--- config.mk ---
export PLATFORM = sky130hd
export DESIGN_NAME = pipe_hazard_ctrl
export DESIGN_NICKNAME = d
export VERILOG_FILES = /design/src/rtl/pipe_hazard_ctrl.sv
export SDC_FILE = /design/constraint.sdc
export NUM_CORES = 1
export LEC_CHECK = 0
export CAP_MARGIN = 20
export CORE_MARGIN = 4
export CORE_UTILIZATION = 29
export DETAILED_ROUTE_END_ITERATION = 8
export PLACE_DENSITY_LB_ADDON = 0.3
export SYNTH_ARGS = -nofsm -noshare
export SYNTH_HDL_FRONTEND = slang
export SYNTH_SLANG_ARGS = --single-unit
--- constraint.sdc ---
create_clock -name clock -period 3.65 [get_ports clock]
set_input_delay 0.5475 -clock clock [delete_from_list [all_inputs] [get_ports clock]]
set_output_delay 0.5475 -clock clock [all_outputs]
set_load 0.005 [all_outputs]
--- src/rtl/pipe_hazard_ctrl.sv ---
// In-flight instruction chain from decode to writeback: RAW hazard detection,
// writeback bypass selection, branch squash and saturating performance counters.
module pipe_hazard_ctrl #(
    parameter int            IW       = 8,
    parameter int            RW       = 2,
    parameter int            STAGES   = 4,
    parameter int            BR_STAGE = 3,
    parameter int            FWD      = 1,
    parameter int            CW       = 16,
    parameter logic [IW-1:0] NOP      = 8'b00001010
) (
    input  logic                 clock,
    input  logic                 reset,
    input  logic                 fetch_valid,
    input  logic [IW-1:0]        fetch_instr,
    input  logic                 fetch_wr,
    input  logic [RW-1:0]        fetch_dst,
    input  logic                 fetch_use1,
    input  logic                 fetch_use2,
    input  logic [RW-1:0]        fetch_src1,
    input  logic [RW-1:0]        fetch_src2,
    output logic                 fetch_ready,
    input  logic                 flush,
    input  logic                 count_en,
    input  logic                 count_clr,
    output logic [STAGES*IW-1:0] stage_instr,
    output logic [STAGES-1:0]    stage_valid,
    output logic                 stall,
    output logic                 fwd_sel1,
    output logic                 fwd_sel2,
    output logic                 rf_write,
    output logic [RW-1:0]        rf_waddr,
    output logic [CW-1:0]        cycle_cnt,
    output logic [CW-1:0]        stall_cnt,
    output logic [CW-1:0]        flush_cnt,
    output logic [CW-1:0]        retire_cnt
);

    localparam bit FWD_EN = (FWD != 0);

    logic [STAGES:1] valid_q;
    logic [STAGES:1] wr_q;
    logic [IW-1:0]   instr_q [1:STAGES];
    logic [RW-1:0]   dst_q   [1:STAGES];

    // Source fields are only consulted while the instruction sits in decode,
    // so they are not carried down the chain.
    logic            use1_q;
    logic            use2_q;
    logic [RW-1:0]   src1_q;
    logic [RW-1:0]   src2_q;

    logic mid_hit1;
    logic mid_hit2;
    logic wb_hit1;
    logic wb_hit2;
    logic need1;
    logic need2;
    logic stall1;
    logic stall2;
    logic hold;

    always_comb begin
        mid_hit1 = 1'b0;
        mid_hit2 = 1'b0;
        wb_hit1  = 1'b0;
        wb_hit2  = 1'b0;
        for (int j = 2; j <= STAGES; j++) begin
            if (valid_q[j] && wr_q[j]) begin
                if (dst_q[j] == src1_q) begin
                    if (j == STAGES) wb_hit1  = 1'b1;
                    else             mid_hit1 = 1'b1;
                end
                if (dst_q[j] == src2_q) begin
                    if (j == STAGES) wb_hit2  = 1'b1;
                    else             mid_hit2 = 1'b1;
                end
            end
        end
    end

    assign need1  = valid_q[1] && use1_q;
    assign need2  = valid_q[1] && use2_q;
    // A writeback-stage match only stalls when the bypass is not built in.
    assign stall1 = need1 && (mid_hit1 || (wb_hit1 && !FWD_EN));
    assign stall2 = need2 && (mid_hit2 || (wb_hit2 && !FWD_EN));
    assign stall  = stall1 || stall2;

    assign fwd_sel1 = FWD_EN && need1 && wb_hit1 && !stall;
    assign fwd_sel2 = FWD_EN && need2 && wb_hit2 && !stall;

    assign hold        = stall && !flush;
    assign fetch_ready = !stall && !flush;

    always_ff @(posedge clock) begin
        if (reset) begin
            valid_q <= '0;
            wr_q    <= '0;
            for (int k = 1; k <= STAGES; k++) begin
                instr_q[k] <= NOP;
                dst_q[k]   <= '0;
            end
            use1_q <= 1'b0;
            use2_q <= 1'b0;
            src1_q <= '0;
            src2_q <= '0;
        end else begin
            for (int k = 2; k <= STAGES; k++) begin
                if ((flush && k < BR_STAGE) || (hold && k == 2)) begin
                    valid_q[k] <= 1'b0;
                    wr_q[k]    <= 1'b0;
                    instr_q[k] <= NOP;
                    dst_q[k]   <= '0;
                end else begin
                    valid_q[k] <= valid_q[k-1];
                    wr_q[k]    <= wr_q[k-1];
                    instr_q[k] <= instr_q[k-1];
                    dst_q[k]   <= dst_q[k-1];
                end
            end

            if (flush || (!hold && !fetch_valid)) begin
                valid_q[1] <= 1'b0;
                wr_q[1]    <= 1'b0;
                instr_q[1] <= NOP;
                dst_q[1]   <= '0;
                use1_q     <= 1'b0;
                use2_q     <= 1'b0;
                src1_q     <= '0;
                src2_q     <= '0;
            end else if (!hold) begin
                valid_q[1] <= 1'b1;
                wr_q[1]    <= fetch_wr;
                instr_q[1] <= fetch_instr;
                dst_q[1]   <= fetch_dst;
                use1_q     <= fetch_use1;
                use2_q     <= fetch_use2;
                src1_q     <= fetch_src1;
                src2_q     <= fetch_src2;
            end
        end
    end

    function automatic logic [CW-1:0] sat_inc(input logic [CW-1:0] cnt, input logic inc);
        if (inc && (cnt != {CW{1'b1}})) return cnt + CW'(1);
        return cnt;
    endfunction

    always_ff @(posedge clock) begin
        if (reset || count_clr) begin
            cycle_cnt  <= '0;
            stall_cnt  <= '0;
            flush_cnt  <= '0;
            retire_cnt <= '0;
        end else if (count_en) begin
            cycle_cnt  <= sat_inc(cycle_cnt, 1'b1);
            stall_cnt  <= sat_inc(stall_cnt, hold);
            flush_cnt  <= sat_inc(flush_cnt, flush);
            retire_cnt <= sat_inc(retire_cnt, valid_q[STAGES]);
        end
    end

    for (genvar k = 1; k <= STAGES; k++) begin : g_stage_out
        assign stage_instr[k*IW-1 -: IW] = instr_q[k];
        assign stage_valid[k-1]          = valid_q[k];
    end

    assign rf_write = valid_q[STAGES] && wr_q[STAGES];
    assign rf_waddr = dst_q[STAGES];

endmodule

Word level (Yosys, flattened, before mapping)
Memories as Yosys holds them, arrays and structs flattened. Index checks and enable logic that the tools add are counted.

$add $sub $neg: 4. Equal/unequal tests: 10. Mux-type cells: 56. Bitwise gates (word level): 12. Reduce and logical (&&, ||, !) cells: 31.

Operators by type and width (number): $add 16x1->16 const B (4); $mux 16 (4); $ne 16x16->1 const B (4); $mux 8 (6); $mux 1 (40); $logic_and 1x1->1 (17); $eq 2x2->1 (6); $mux 2 (6); $or 1x1->1 (12); $reduce_and 2->1 (4); $logic_not 1->1 (4); $logic_or 1x1->1 (4); $reduce_or 2->1 (2).

Bits in registers: 78. Memory bits (writable): 40. Output and inout bits: 107. Logic and storage cells: 129. Memories: 2.

Memories: instr_q (depth 4, width 8, rd ports 4, clocked after Yosys merged registers in 0, write ports 4, RTL line 43) `logic [IW-1:0] instr_q [1:STAGES];`; dst_q (depth 4, width 2, rd ports 4, clocked after Yosys merged registers in 0, write ports 4, RTL line 44) `logic [RW-1:0] dst_q [1:STAGES];`.

Longest topological paths before layout
Depth after elaboration: 16. Mapped depth: 9.

Worst setup path after synthesis
No wires, ideal clock.

Path kind: flip-flop to output port. Start point: register, netlist name dst_q[0][5]. End point: output port fetch_ready. Data arrival time: 1.738 ns. Data required time: 3.102 ns. Setup slack: 1.364 ns. Cell stages (with the launch flop): 9. Cells stage by stage: edfxtp_1 > or2_1 > a2111oi_1 > nor2_1 > and2_1 > buf_4 > clkinv_2 > buf_4 > nor2_1.

RTL lines: to (decl) (RTL line 22) `output logic fetch_ready,`.

==> impl_results.md <==
- Status: finished clean
- CP Data Required Time: 3.10 ns
- FF+latch area: 2560 sq um
- Worst Path Arrival: 2.86 ns
- R2R setup slack: 1.09 ns
- Worst Hold End: instr_q[0][35]
- Pleak: 0.00257 uW
- CP Launch Type: register
- Clk Latency, worst-skew pair: 0.41 ns
- Sequential share of the synthesized area: 0.522
- Core area: 16,600 sq um
- Post-Syn Instances: 523
- DPL Wire Length: 9450 um
- Port Buffers: 129
- GR Overflow Total: 0
- Worst hold path type: register to register
- Gp weighted congestion: 0.814
- Slew HR: 0.512
- Vias in the first global route: 4,026
- WHS: 0.432 ns
- Clock buffer count from CTS: 17
- Final Cell Area: 7070 sq um
- Area post-placement: 6460 sq um
- CTS sink count: 118
- Final Critical Period: 3.41 ns
- Die ar.: 19,100 sq um
- Die Width: 138 um
- Pin count of the biggest net entering global routing: 38
- Fmax: 0.293 GHz
- Clk root buf: clkbuf_16
- Hold Crit Depth: 1
- Area grow syn2layout: 43.9%
- CTS tree: done
- Top FF cell, synth: dfxtp_1
- Vias after detailed routing: 4,183
- Vias per cell: 4.66
- Post-CTS setup buffer count: 0
- # DRC: 0
- Initial antenna violation count: 0
- Crit Reg-Reg Startpoint: dst_q[0][5]
- IO Pins: 130
- First-pass GRT wire length: 21,100 um
- GRT Total Usage: 0.135
- Die height: 138 um
- Net count reported at finish: 692
- Post-route ant nets: 0
- Setup TNS: 0 ns
- Avg Cell Area, Syn: 9.39 sq um
- Pwr dens: 447 nW/um^2
- Fillers: 1,596
- Fin crit share: 0.934
- H-Tree Depth: 4
- MaxCap Viol Count: 0
- Synthesized cell area: 4910 sq um
- Crit Path Max Fanout: 18
- Worst slew pin tran: 0.723 ns
- Max clock buf depth: 2
- Drt total wl: 12,800 um
- Hold path start: instr_q[0][27]
- # setup viols final: 0
- Hold_buf cts: 0
- Ys async rst share: 0
- Proportion of layout cells with a drive suffix above 1: 0.0782
- N_diodes: 0
- Clock-pin slew on the worst setup and hold paths: 0.06 ns
- #FFs+latches synth: 118
- CP Capture Type: primary output
- YS warnings: 0
- # rows: 47
- Post-synth EDFFs: 20
- Skew final: 0.00873 ns
- VDD IR max: 0.000304 V
- Multi-input combinational cell area: 2270 sq um
- Starting density of the core: 0.296
- RSZ-0062 raised after global routing: no
- Starting DRT DRC Count: 261
- Reg2reg end: instr_q[0][10]
- Post-DR wirelength/cell: 14.2 um
- Cell variety after synth: 49
- Reg2reg path depth: 7
- Slew Viols, Final: 0
- 1st-pass router iterations: 4
- Setup CP Type: register to primary output
- Hold Vio Cnt, Final: 0
[cell usage in the layout, fill, tap and decap left out, types with 6 or more instances in the layout]
cell type	count
xor2_1	26
a31oi_1	6
nand2_1	56
and4_1	6
nor2_1	63
and3_1	25
clkbuf_16	17
or3_1	13
nand3_1	24
clkdlybuf4s50_1	129
o21ai_0	14
nand4_1	17
xnor2_1	14
dfxtp_1	98
a21oi_1	25
clkinv_4	6
or2_2	7
conb_1	10
nor2b_1	20
edfxtp_1	20
[metal layers]
layer  GRT usage  up-vias  wire (um)
met2       0.228      101       6420
met3      0.0401       18        625
li1            -     2117          -
met4      0.0489        0        195
met5           0        -          0
met1       0.163     1947       5520
[synth_stat cells (2+ instances only)]
master     number  share of area
a2111oi_0       2         0.0036
a2111oi_1       4         0.0082
a211oi_1        2         0.0031
a211oi_2        2         0.0051
a21oi_1        25          0.025
a21oi_2         2         0.0036
a31o_1          3         0.0053
a31o_2          2         0.0036
a31oi_1         6         0.0076
a41o_1          2         0.0041
and2_1          5         0.0064
and3_1         25          0.032
and4_1          6          0.011
buf_4           4         0.0061
clkbuf_1       14          0.011
dfxtp_1        98           0.40
edfxtp_1       20           0.12
ha_1            4          0.010
inv_1           5         0.0038
mux2i_1         5          0.010
nand2_1        56          0.043
nand2b_1        2         0.0025
nand3_1        24          0.024
nand3b_1        3         0.0046
nand4_1        17          0.022
nor2_1         65          0.050
nor2b_1        20          0.025
nor3_1          5         0.0051
nor4_1          4         0.0051
o21ai_0        14          0.014
or2_0           3         0.0038
or2_2           7         0.0089
or3_1          13          0.017
xnor2_1        14          0.025
xor2_1         26          0.046
[worst max-delay path: stages, from the launching register on]
cell,delay [ns]
edfxtp_1,0.43
or2_1,0.24
a2111oi_1,0.47
nor2_2,0.18
and2_1,0.22
buf_4,0.19
clkinv_2,0.17
clkdlybuf4s50_1,0.54
[cell families (layout without fill, tap and decap cells)]
kind of cell | count (synthesis) | count (layout) | synth area share
other | 1 | 10 | 0.000763
muxes | 5 | 5 | 0.0102
DFF | 118 | 118 | 0.522
and+or+nand+nor | 258 | 258 | 0.265
xor gates and xnor gates | 40 | 40 | 0.0713
buffers and inverters | 26 | 172 | 0.0234
adders and majority gates | 4 | 4 | 0.0102
AOI/OAI and AO/OA | 71 | 71 | 0.0978
[state kept, by name (all words and copies together) (netlist names)]
| name | flops |
|---|---|
| use2_q | 1 |
| dst_q | 8 |
| src2_q | 2 |
| retire_cnt | 16 |
| src1_q | 2 |
| stall_cnt | 16 |
| wr_q | 4 |
| flush_cnt | 16 |
| cycle_cnt | 16 |
| use1_q | 1 |
| instr_q | 32 |
| stage_valid | 4 |
[area by class of cell]
type	count	area share
Tap cell	220	0.0389
Sequential cell	118	0.362
Clock inverter	15	0.0255
Multi-Input combinational cell	388	0.322
Clock buffer	17	0.0602
Inverter	6	0.00336
Timing Repair Buffer	134	0.188
[worst max path at each step]
| stage | start | end |
|---|---|---|
| floorplan | dst_q[0][5] | fetch_ready |
| global placement | src1_q[0] | fetch_ready |
| detailed placement | src1_q[0] | fetch_ready |
| CTS | src1_q[0] | fetch_ready |
| global route | dst_q[0][5] | stall |
| finish | dst_q[0][5] | stall |
[power breakdown]
group	switching, uW	internal (uW)	total, uW
Combinational	55.4	60.5	116
Clock	617	1080	1690
Sequential	11.4	1340	1350
[what timing repair did]
| action | in CTS | in global routing |
|---|---|---|
| resized for setup | 0 | 2 |
| endpoints found under the setup margin | 0 | 1 |
| hold endpoints to repair | 0 | 0 |
[through the flow]
stage          instances  setup slack, ns   util  total power, uW
2_1_floorplan        532             1.36      -             1430
3_3_place_gp         866            0.766  0.389             1490
3_5_place_dp         866            0.634  0.389             1490
4_1_cts              898            0.161  0.426             3200
5_1_grt              898           0.0184  0.426             3270
6_report             898            0.241  0.426             3160
(Power assumes the default switching activity.)
==> patch: new RTL, config.mk and constraints unchanged <==
Change the parameter `CW` from 16 to 17.
--- a/src/rtl/pipe_hazard_ctrl.sv
+++ b/src/rtl/pipe_hazard_ctrl.sv
@@ -8,3 +8,3 @@
     parameter int            FWD      = 1,
-    parameter int            CW       = 16,
+    parameter int            CW       = 17,
     parameter logic [IW-1:0] NOP      = 8'b00001010
Interface: changed (resized cycle_cnt, flush_cnt, retire_cnt and stall_cnt); port bits go from 130 to 134. No check against the original RTL was run, so the function may have changed too.
==> patch against the original RTL <==
- non-clock buffer count up 6
- clock skew about the same
- sequential share of layout area down 0.66 points
- fmax up 7.5%
- design area up 5.0%
- sequential cell count up 4
- area after synthesis up 6.9%
- wire length up 6.2%
- largest cell class unchanged
- setup slack better by 0.24 ns
- count of clock-buffer cells in the layout up 7
- power up 1.6%
==> patch: results (changes against the original RTL) <==
stage,metric,value,unit,change
run_status,status,"finished, final reports clean",,
drt,drt_iter0_markers,286,,+9.6%
sta,worst_slew_pin_slew,0.818,ns,+0.0947 ns
pwr,peakVddDrop,0.000315,V,+3.6%
yosys,yosys-top-cells-area,"dfxtp_1 (39%), edfxtp_1 (11%), xor2_1 (4.3%), nand2_1 (3.7%), nor2_1 (3.7%)",,
sta,setup_slack,0.479,ns,+0.238 ns
placement,dp.cells,899,,+3.8%
clock_network,htreeDepth,4,,unchanged
placement,pre_cts_slack,0.904,ns,+0.269 ns
yosys,avgSynthCellArea,9.49,um2,+1.1%
clock_network,clk_latency,0.41,ns,about the same
pwr,p_clk_share,52.9,%,-0.7 points
final_layout,drive_gt1_share,7.22,%,-0.59 points
pwr,swShare,20.1,%,-1.6 points
global_routing,grtUsageMet3,3.43,%,-0.58 points
final_layout,final_nets,724,,+4.6%
placement,place_area,6830,um2,+5.7%
global_routing,gr-usage-met2,22.5,%,-0.26 points
setup_path,cp_max_fo,21,,+3
yosys,netlist_area,5250,um2,+6.9%
pwr,p_leak,0.00260,uW,+1.1%
setup_path,startpoint,src1_q[1],,
placement,place_hpwl,9.92,mm,+5.0%
global_routing,grt_pass1_wl,21.9,mm,+3.8%
yosys,synth_common_cells,"dfxtp_1 (102), nand2_1 (52), nor2_1 (52), a21oi_1 (29), nand4_1 (29)",,
setup_path,worstRegToRegCells,9,,+2
drt,met3WireLength,600,um,-4.0%
global_routing,grt_max_degree,37,,-2.6%
global_routing,grt_use_total,13.5,%,+0.065 points
clock_network,numCtsBuffers,17,,unchanged
drt,wl_per_cell,14.6,um,+2.5%
global_routing,globalRouteMet1Util,16.7,%,+0.37 points
yosys,seq_area_frac_synth,50.3,%,-1.8 points
drt,wl_met2,6.68,mm,+4.0%
drt,viasPerCell,4.78,,+2.6%
hold_path,hold_path_end,instr_q[0][33],,
yosys,synth_cell_type_count,43,,-12%
setup_path,r2r-end,stall_cnt[4],,
sta,holdWs,0.441,ns,+0.00872 ns
setup_path,crit_family,simple AND/OR/NAND/NOR gates,,
setup_path,arrival,2.62,ns,-0.24 ns
sta,hold_viol,0,,unchanged
setup_path,endpoint,fwd_sel1,,
sta,fin_skew,0.00922,ns,+0.000492 ns
final_layout,fill_cells,1699,,+6.5%
placement,gp_congestion,0.864,,+6.1%
hold_path,holdCritStartpoint,instr_q[0][25],,
placement,port_buffers,133,,+3.1%
drt,vias,4451,,+6.4%
drt,top_layer_used,met4,,
yosys,ys_warn_count,0,,unchanged
setup_path,regToRegSetupSlack,1.05,ns,-0.04 ns
pwr,p_sw,645,uW,-5.7%
drt,met1_length,6.04,mm,+9.4%
yosys,synth-edff-count,20,,unchanged
global_routing,grt_pass1_vias,4229,,+5.0%
setup_path,rr_startpoint,stall_cnt[0],,
patch: changes by cell type after synthesis, sizes merged, moves of 7 or more:
cell,change
nand4,+13
nor2,-13
o21ai,+12
and3,-11
mux2i,+10
and4,+9
nor3,+9
a2111oi,-7
buf,+7
or3,+7
patch: cell families (layout without fill, tap and decap cells):
| family | count (synthesis) | after routing | synth area share, % |
|---|---|---|---|
| simple gates | 263 | 263 | 27.1 |
| flops | 122 | 122 | 50.3 |
| compound gates | 66 | 66 | 7.63 |
| xor+xnor | 44 | 44 | 7.34 |
| buf+inv | 34 | 178 | 2.76 |
| mux | 15 | 15 | 2.86 |
| fa+ha+maj | 8 | 8 | 1.91 |
| other cells | 1 | 10 | 0.0714 |
patch: area by class of cell:
cell class | instances | area, um2 | share of cell area [%]
clock buffer | 24 | 482 | 6.49
clock inverter | 8 | 118 | 1.58
inverter | 6 | 22.5 | 0.303
multi-input combinational | 406 | 2500 | 33.6
sequential | 122 | 2640 | 35.6
tap | 225 | 282 | 3.79
timing repair buffer | 140 | 1380 | 18.6
